$ cat src/rtl/edge_frame_ctrl.sv
// rtl/edge_frame_ctrl.sv - frame timing, config shadowing and window mask for the Sobel edge path
//
// Tracks HDMI timing with a vsync-framed state machine and pixel/line counters,
// holds host configuration in shadow registers that become active at vsync rise,
// clears the line buffers at frame start and produces a border-suppressing window
// mask aligned with the datapath latency.
//
// Ports:
//   clk, reset                      pixel clock, asynchronous active-high reset
//   hdmi_de/hdmi_vsync/hdmi_hsync   input video timing (sync active-high)
//   cfg_wr/cfg_addr/cfg_wdata       host register write port
//   cfg_rdata                       registered read data for cfg_addr
//   x_cnt, y_cnt                    current pixel column / row
//   win_valid                       3x3 window-complete mask, delayed by LAT
//   lb_clr                          one-cycle line-buffer clear at frame start
//   frame_done                      one-cycle pulse when a non-empty frame ends
//   mode_act, en_act, thresh_act    active datapath configuration

module edge_frame_ctrl #(
  parameter int X_W        = 12,
  parameter int Y_W        = 11,
  parameter int LAT        = 2,
  parameter int THRESH_RST = 1300
) (
  input  logic           clk,
  input  logic           reset,
  input  logic           hdmi_de,
  input  logic           hdmi_vsync,
  input  logic           hdmi_hsync,
  input  logic           cfg_wr,
  input  logic [1:0]     cfg_addr,
  input  logic [15:0]    cfg_wdata,
  output logic [15:0]    cfg_rdata,
  output logic [X_W-1:0] x_cnt,
  output logic [Y_W-1:0] y_cnt,
  output logic           win_valid,
  output logic           lb_clr,
  output logic           frame_done,
  output logic [1:0]     mode_act,
  output logic           en_act,
  output logic [11:0]    thresh_act
);

  typedef enum logic [1:0] {
    S_WAIT_VS = 2'd0,
    S_IN_VS   = 2'd1,
    S_FRAME   = 2'd2
  } state_t;

  localparam logic [X_W-1:0] X_MAX       = '1;
  localparam logic [Y_W-1:0] Y_MAX       = '1;
  localparam logic [11:0]    THRESH_INIT = 12'(THRESH_RST);

  state_t           r_state, w_state_nx;
  logic             r_vs_q, r_de_q;
  logic [X_W-1:0]   r_x;
  logic [Y_W-1:0]   r_y;
  logic [X_W-1:0]   r_line_len;
  logic             r_line_err;
  logic [15:0]      r_frame_cnt;
  logic [1:0]       r_mode_sh, r_mode_act;
  logic             r_en_sh, r_en_act;
  logic [11:0]      r_thresh_sh, r_thresh_act;
  logic             r_lb_clr, r_frame_done;
  logic [LAT-1:0]   r_win_sr;
  logic [15:0]      r_rdata;

  logic             w_vs_rise, w_de_fall, w_in_frame, w_line_end;
  logic             w_wr_ctrl, w_wr_thresh, w_err_clr, w_err_set, w_raw;
  logic [15:0]      w_rd_mux;
  logic             w_unused;

  assign w_vs_rise   = hdmi_vsync & ~r_vs_q;
  assign w_de_fall   = ~hdmi_de & r_de_q;
  assign w_in_frame  = (r_state == S_FRAME);
  // A vsync rise restarts the frame, so it overrides a coincident line end.
  assign w_line_end  = w_in_frame & ~w_vs_rise & w_de_fall;
  assign w_wr_ctrl   = cfg_wr & (cfg_addr == 2'd0);
  assign w_wr_thresh = cfg_wr & (cfg_addr == 2'd1);
  assign w_err_clr   = cfg_wr & (cfg_addr == 2'd2) & cfg_wdata[15];
  // The first line of a frame (r_y == 0) has nothing to compare against.
  assign w_err_set   = (w_line_end & (r_y != '0) & (r_x != r_line_len)) |
                       (hdmi_de & hdmi_hsync);
  assign w_raw       = hdmi_de & w_in_frame & (r_x >= X_W'(2)) & (r_y >= Y_W'(2));
  assign w_unused    = ^cfg_wdata[14:12];

  always_comb begin
    w_state_nx = r_state;
    if (w_vs_rise) begin
      w_state_nx = S_IN_VS;
    end else if ((r_state == S_IN_VS) && !hdmi_vsync) begin
      w_state_nx = S_FRAME;
    end
  end

  // Shadow reads bypass a same-cycle write so the new value reads back next cycle.
  always_comb begin
    w_rd_mux = '0;
    case (cfg_addr)
      2'd0: begin
        w_rd_mux[1:0] = w_wr_ctrl ? cfg_wdata[1:0] : r_mode_sh;
        w_rd_mux[2]   = w_wr_ctrl ? cfg_wdata[2]   : r_en_sh;
      end
      2'd1:    w_rd_mux[11:0] = w_wr_thresh ? cfg_wdata[11:0] : r_thresh_sh;
      2'd2: begin
        w_rd_mux[X_W-1:0] = r_line_len;
        w_rd_mux[15]      = r_line_err;
      end
      default: w_rd_mux = r_frame_cnt;
    endcase
  end

  always_ff @(posedge clk or posedge reset) begin
    if (reset) begin
      r_state      <= S_WAIT_VS;
      r_vs_q       <= 1'b0;
      r_de_q       <= 1'b0;
      r_x          <= '0;
      r_y          <= '0;
      r_line_len   <= '0;
      r_line_err   <= 1'b0;
      r_frame_cnt  <= '0;
      r_mode_sh    <= 2'd1;
      r_en_sh      <= 1'b1;
      r_thresh_sh  <= THRESH_INIT;
      r_mode_act   <= 2'd1;
      r_en_act     <= 1'b1;
      r_thresh_act <= THRESH_INIT;
      r_lb_clr     <= 1'b0;
      r_frame_done <= 1'b0;
      r_rdata      <= '0;
    end else begin
      r_state      <= w_state_nx;
      r_vs_q       <= hdmi_vsync;
      r_de_q       <= hdmi_de;
      r_lb_clr     <= w_vs_rise;
      r_frame_done <= w_vs_rise & w_in_frame & (r_y != '0);
      r_frame_cnt  <= r_frame_cnt + 16'(w_vs_rise);
      r_rdata      <= w_rd_mux;
      r_line_err   <= (r_line_err & ~w_err_clr) | w_err_set;

      if (w_vs_rise) begin
        r_x <= '0;
        r_y <= '0;
      end else if (w_in_frame) begin
        if (hdmi_de) begin
          if (r_x != X_MAX) r_x <= r_x + 1'b1;
        end else if (w_de_fall) begin
          r_x <= '0;
          if (r_y != Y_MAX) r_y <= r_y + 1'b1;
        end
      end
      if (w_line_end) r_line_len <= r_x;

      // Active copies sample the shadows before any same-cycle write lands.
      if (w_vs_rise) begin
        r_mode_act   <= r_mode_sh;
        r_en_act     <= r_en_sh;
        r_thresh_act <= r_thresh_sh;
      end
      if (w_wr_ctrl) begin
        r_mode_sh <= cfg_wdata[1:0];
        r_en_sh   <= cfg_wdata[2];
      end
      if (w_wr_thresh) r_thresh_sh <= cfg_wdata[11:0];
    end
  end

  always_ff @(posedge clk or posedge reset) begin
    if (reset) begin
      r_win_sr <= '0;
    end else begin
      r_win_sr[0] <= w_raw;
      for (int i = 1; i < LAT; i++) r_win_sr[i] <= r_win_sr[i-1];
    end
  end

  assign cfg_rdata  = r_rdata;
  assign x_cnt      = r_x;
  assign y_cnt      = r_y;
  assign win_valid  = r_win_sr[LAT-1];
  assign lb_clr     = r_lb_clr;
  assign frame_done = r_frame_done;
  assign mode_act   = r_mode_act;
  assign en_act     = r_en_act;
  assign thresh_act = r_thresh_act;

endmodule

$ cat config.mk
export PLATFORM = sky130hd
export DESIGN_NAME = edge_frame_ctrl
export DESIGN_NICKNAME = d
export VERILOG_FILES = /design/src/rtl/edge_frame_ctrl.sv
export SDC_FILE = /design/constraint.sdc
export NUM_CORES = 1
export LEC_CHECK = 0
export CAP_MARGIN = 20
export CORE_ASPECT_RATIO = 1.4
export CORE_MARGIN = 4
export CORE_UTILIZATION = 35
export CTS_CLUSTER_SIZE = 8
export DETAILED_ROUTE_END_ITERATION = 12
export GPL_TIMING_DRIVEN = 0
export PLACE_DENSITY = 0.68
export SLEW_MARGIN = 5
export SYNTH_ARGS = -nofsm -noshare
export SYNTH_HDL_FRONTEND = slang
export SYNTH_SLANG_ARGS = --single-unit
export TNS_END_PERCENT = 30
$ cat constraint.sdc
create_clock -name clk -period 4.4 [get_ports clk]
set_clock_uncertainty 0.1 [all_clocks]
set_input_delay 0.66 -clock clk [delete_from_list [all_inputs] [get_ports clk]]
set_output_delay 0.66 -clock clk [all_outputs]
set_load 0.1 [all_outputs]
After elaboration in Yosys (flattened, before gate mapping)
Cells that the tools add are included.
Storage, ports and cells
  bits in latches: 0
  RAM bits: 0
  bits in read-only memories: 0
  output and inout port bits: 57
  word-level logic and storage cells: 87
  memories: 0
  bits in registers: 106
  input port bits: 24
Operators by class
  eq/ne operators: 9
  $add $sub $neg: 3
  shift-type cells: 0
  div/mod/pow operators: 0
  muxes and demuxes: 19
  magnitude comparators: 2
  $mul: 0
  reduce and logical (&&, ||, !) cells: 13
  bitwise operators: 23
Operator list (count)
  $mux 12: 6
  $mux 11: 5
  $pmux 9 s3: 1
  $and 1x1->1: 17
  $add 16x1->16: 1
  $add 12x1->12 const B: 1
  $ge 12x2->1 const B: 1
  $ne 12x12->1: 1
  $ne 12x12->1 const B: 1
  $add 11x1->11 const B: 1
  $ge 11x2->1 const B: 1
  $ne 11x11->1 const B: 1
  $reduce_bool 11->1: 1
  $pmux 3 s3: 1
  $reduce_bool 2->1: 4
  $mux 2: 3
  $eq 2x1->1 const B: 2
  $eq 2x2->1 const B: 2
  $not 1->1: 4
  $reduce_and 4->1: 1
  $mux 3: 1
  $ne 3x1->1 const B: 1
  $reduce_and 3->1: 1
  $reduce_bool 3->1: 1
  9 further kinds: 10

Longest topological paths before layout
  depth after elaboration: 9
  gate-level depth with buffers: 10
  mapped depth without buffers: 8

Worst setup path before layout
Ideal clock, no wire load.
  kind: in2reg
  start point: input hdmi_vsync
  end point: register r_frame_cnt[13]
  setup time: 0.123 ns
  arrival: 2.328 ns
  setup slack: 1.849 ns
  stages: 9
  cells stage by stage: nand2b_1 inv_1 clkbuf_1 buf_1 ha_1 nand2_1 nor3_1 nand3_1 xnor2_1
On the way
  longest elaborated chain between the ends: 2
Ends and longest elaborated chain
  start: declaration: RTL line 28  | input logic hdmi_vsync,
  $and 1x1->1: RTL line 73  | assign w_vs_rise = hdmi_vsync & ~r_vs_q;
  $add 16x1->16: RTL line 138  | r_frame_cnt <= r_frame_cnt + 16'(w_vs_rise);
  end signal: assignment: RTL line 138
  end: declaration: RTL line 60  | logic [15:0] r_frame_cnt;
Every way passes these cells.
A chain may end at the register's enable or synchronous reset.

Final worst setup path
Ends and elaborated chain as after synthesis.

==> impl_metrics.py <==
metrics = {
    "floorplanning": {
        "dieArea_sq_um": 16200,
        "num_io_pins": 81,
        "core_area_sq_um": 13900,
        "start_util_pct": 35.6,
        "dieWidth_um": 109,
        "fp.dieH_um": 149,
        "fp-row-count": 51,
    },
    "timing": {
        "relSlewSlack_pct": 33.9,
        "hold_viol": 0,
        "finalSetupViolCount": 0,
        "finalCritPeriodShare_pct": 79.5,
        "slew_viol_final": 0,
        "min_period_ns": 3.50,
        "rsz0062_at_grt": "no",
        "max_freq_mhz": 286,
        "whs_ns": 0.258,
        "tightest_slew_ns": 0.988,
    },
    "clock_tree": {
        "cts_buffers": 9,
        "h-tree-depth": 3,
        "hold_buffers": 0,
        "cts_setup_buffers": 0,
        "clockRootBuffer": "clkbuf_16",
        "clock_path_buffers": 2,
        "clock-sinks": 106,
        "clock_latency_ns": 0.36,
        "cts_tree": "done",
        "post_cts_resized": 0,
        "clk_pin_slew_ns": 0.07,
    },
    "critical_path": {
        "endpoint_kind": "register",
        "required_ns": 4.53,
        "cp_slowest_cell": "clkdlybuf4s50_1",
        "worst_path_largest_cell_delay_ns": 0.53,
        "critPathKind": "primary input to register",
        "arrival_ns": 3.63,
        "worstPathCellList": "clkdlybuf4s50_1 -> nand2b_1 -> inv_1 -> clkbuf_1 -> buf_1 -> ha_1 -> nand2_1 -> nor3_1 -> nand3_1 -> xnor2_1",
        "r2r_start": "r_vs_q",
        "crit_family": "buffers and inverters",
        "crit_fanout": 11,
        "startpoint": "hdmi_vsync",
        "critical_path_buf_inv_count": 4,
        "critPathLaunchType": "primary input",
    },
    "route": {
        "drc_errors": 0,
        "routed_wirelength_mm": 12.2,
        "drtPass1Iterations": 4,
        "vias_per_cell": 5.09,
        "drtIter0Drc": 153,
        "wl_per_cell_um": 16.2,
        "drtAntennaViolNets": 0,
        "vias": 3833,
    },
    "finish": {
        "fin_nets": 594,
        "area_delta_synth_final_pct": 26.7,
        "final_core_util_pct": 45.2,
        "nFillCells": 1356,
        "drive_gt1_share_pct": 12.7,
        "antenna_cells": 0,
    },
    "grt": {
        "grt.overflow.total": 0,
        "grt_pass1_wl_mm": 19.7,
        "grt_pass1_vias": 3893,
        "gr-usage-all-layers_pct": 15.4,
        "grt_max_degree": 60,
        "antenna_found_initial": 0,
    },
    "synth": {
        "syn_area_sq_um": 4960,
        "synthAdderAreaFrac_pct": 1.77,
        "synth_top_cells_by_area": "dfrtp_1 (47%), mux2_2 (7.5%), nand2_1 (6.8%)",
        "synth_compound_area_share_pct": 9.44,
        "synth_edf_count": 0,
        "yosys.area_share.simple_pct": 18.1,
        "yosysUniqueCellTypes": 54,
        "synthCells": 476,
        "synth_fp_nets": 507,
        "yosysWarnings": 0,
        "synthMostInstantiatedCell": "dfrtp_1",
        "ys_async_sr_fraction_pct": 100,
        "synth_top_area_share_pct": 47.4,
        "syn_avg_cell_area_sq_um": 10.4,
        "synth_area_leader_cell": "dfrtp_1",
        "synth.area.mux_share_pct": 8.30,
        "yosys-top-cells-count": "dfrtp_1 (94), nand2_1 (90), mux2_2 (33)",
        "postSynthRegisterBits": 106,
        "synth-xor-area-share_pct": 5.12,
        "synth_ff_type": "dfrtp_1",
        "synth_top_family_by_area": "simple AND/OR/NAND/NOR gates",
        "ys_seq_area_share_pct": 53.8,
    },
    "placement": {
        "io_buffers": 75,
        "gp_congestion": 0.845,
        "dp_hpwl_mm": 9.10,
    },
    "power": {
        "power.total_mw": 2.82,
        "p_per_area_nw_per_um2": 449,
        "p_leak_nw": 2.70,
        "ir_drop_v": 0.000209,
    },
    "min_path": {
        "hp-class": "register to register",
        "worst_hold_startpoint": "r_win_sr[0]",
    },
    "run_status": {
        "status": "finished clean",
    },
    "flow_run": {
        "cap_violations": 0,
    },
}
-- worst paths after layout --
kind,end,slack [ns],cells past startpoint
max in group asynchronous,thresh_act[10],2.76,3
min in group asynchronous,r_frame_cnt[14],0.70,2
setup reg to reg,r_frame_cnt[13],1.29,9
hold reg to reg,r_win_sr[1],0.26,0
hold / removal,r_win_sr[1],0.26,0
setup / recovery,r_frame_cnt[13],0.90,10
-- cells by family (layout without fill, tap and decap cells) --
group / after synthesis / count (layout)
muxes: 37 / 37
AOI/OAI and AO/OA: 71 / 71
and+or+nand+nor: 186 / 186
DFF: 106 / 106
xor gates and xnor gates: 29 / 29
buffers and inverters: 40 / 132
adders and majority gates: 7 / 7
-- registers in the layout, summed over array words and instances, names as in the netlist, 11 cells and up --
signal       count
cfg_rdata       16
r_thresh_sh     12
r_line_len      12
r_frame_cnt     16
x_cnt           12
y_cnt           11
thresh_act      12
-- report_power, final --
part	switching, mW	total [mW]	internal [mW]	leakage (nW)
combinational	0.563	0.779	0.216	1.19
clock	0.380	0.832	0.452	0.150
sequential	0.102	1.21	1.11	1.36
-- cell usage in the layout (no fill, tap or decap), types with 4 or more instances in the layout --
cell type	instances
a211oi_1	4
and2_1	5
o31ai_1	4
ha_1	7
xnor2_1	25
mux2i_1	4
dfstp_2	12
and4_1	5
nand4_1	8
clkbuf_16	9
clkbuf_1	16
inv_1	15
nand2_1	90
xor2_1	4
nor4_1	6
dfrtp_1	94
clkdlybuf4s50_1	75
and3_1	9
nor2_1	15
nand3_1	23
a21oi_1	10
o21ai_0	22
mux2_2	33
nor2b_1	4
nor3_1	7
buf_2	4
-- worst register-to-register path, delay by kind of cell (launching register included) --
kind	cells	cell delay [ns]
adder cells (fa/ha/maj)	1	0.32
XOR/XNOR	1	0.16
flip-flops	1	0.39
AND/OR/NAND/NOR	4	1.00
buffers and inverters	3	1.02
-- metrics by stage --
| step | cell area [sq um] | cells | setup TNS, ns | setup slack (ns) |
|---|---|---|---|---|
| 3_3_place_gp | 5940 | 736 | -58.29 | -0.626 |
| 6_report | 6280 | 753 | 0 | 0.902 |
| 5_1_grt | 6280 | 753 | 0 | 0.623 |
| 2_1_floorplan | 4960 | 476 | 0 | 0.871 |
| 4_1_cts | 6280 | 753 | 0 | 0.926 |
| 3_5_place_dp | 5970 | 737 | 0 | 0.568 |
-- layer usage --
layer  global-route usage [%]  part of all wire, %
met1                     19.5                   42
met2                     26.5                   51
met3                     2.82                  5.6
met4                     5.12                  1.0
met5                        0                    0
-- area by class of cell --
class	instances	area, sq um	area share [%]
flip-flops and latches	106	2670	42.5
multi-input cells	330	2120	33.8
repair buffers	76	778	12.4
well taps	185	231	3.68
clock buffers	9	225	3.58
plain buffers	24	110	1.75
clock inverters	7	86.3	1.37
inverters	16	62.6	0.996
No activity file was read; power rests on OpenSTA's default activity.
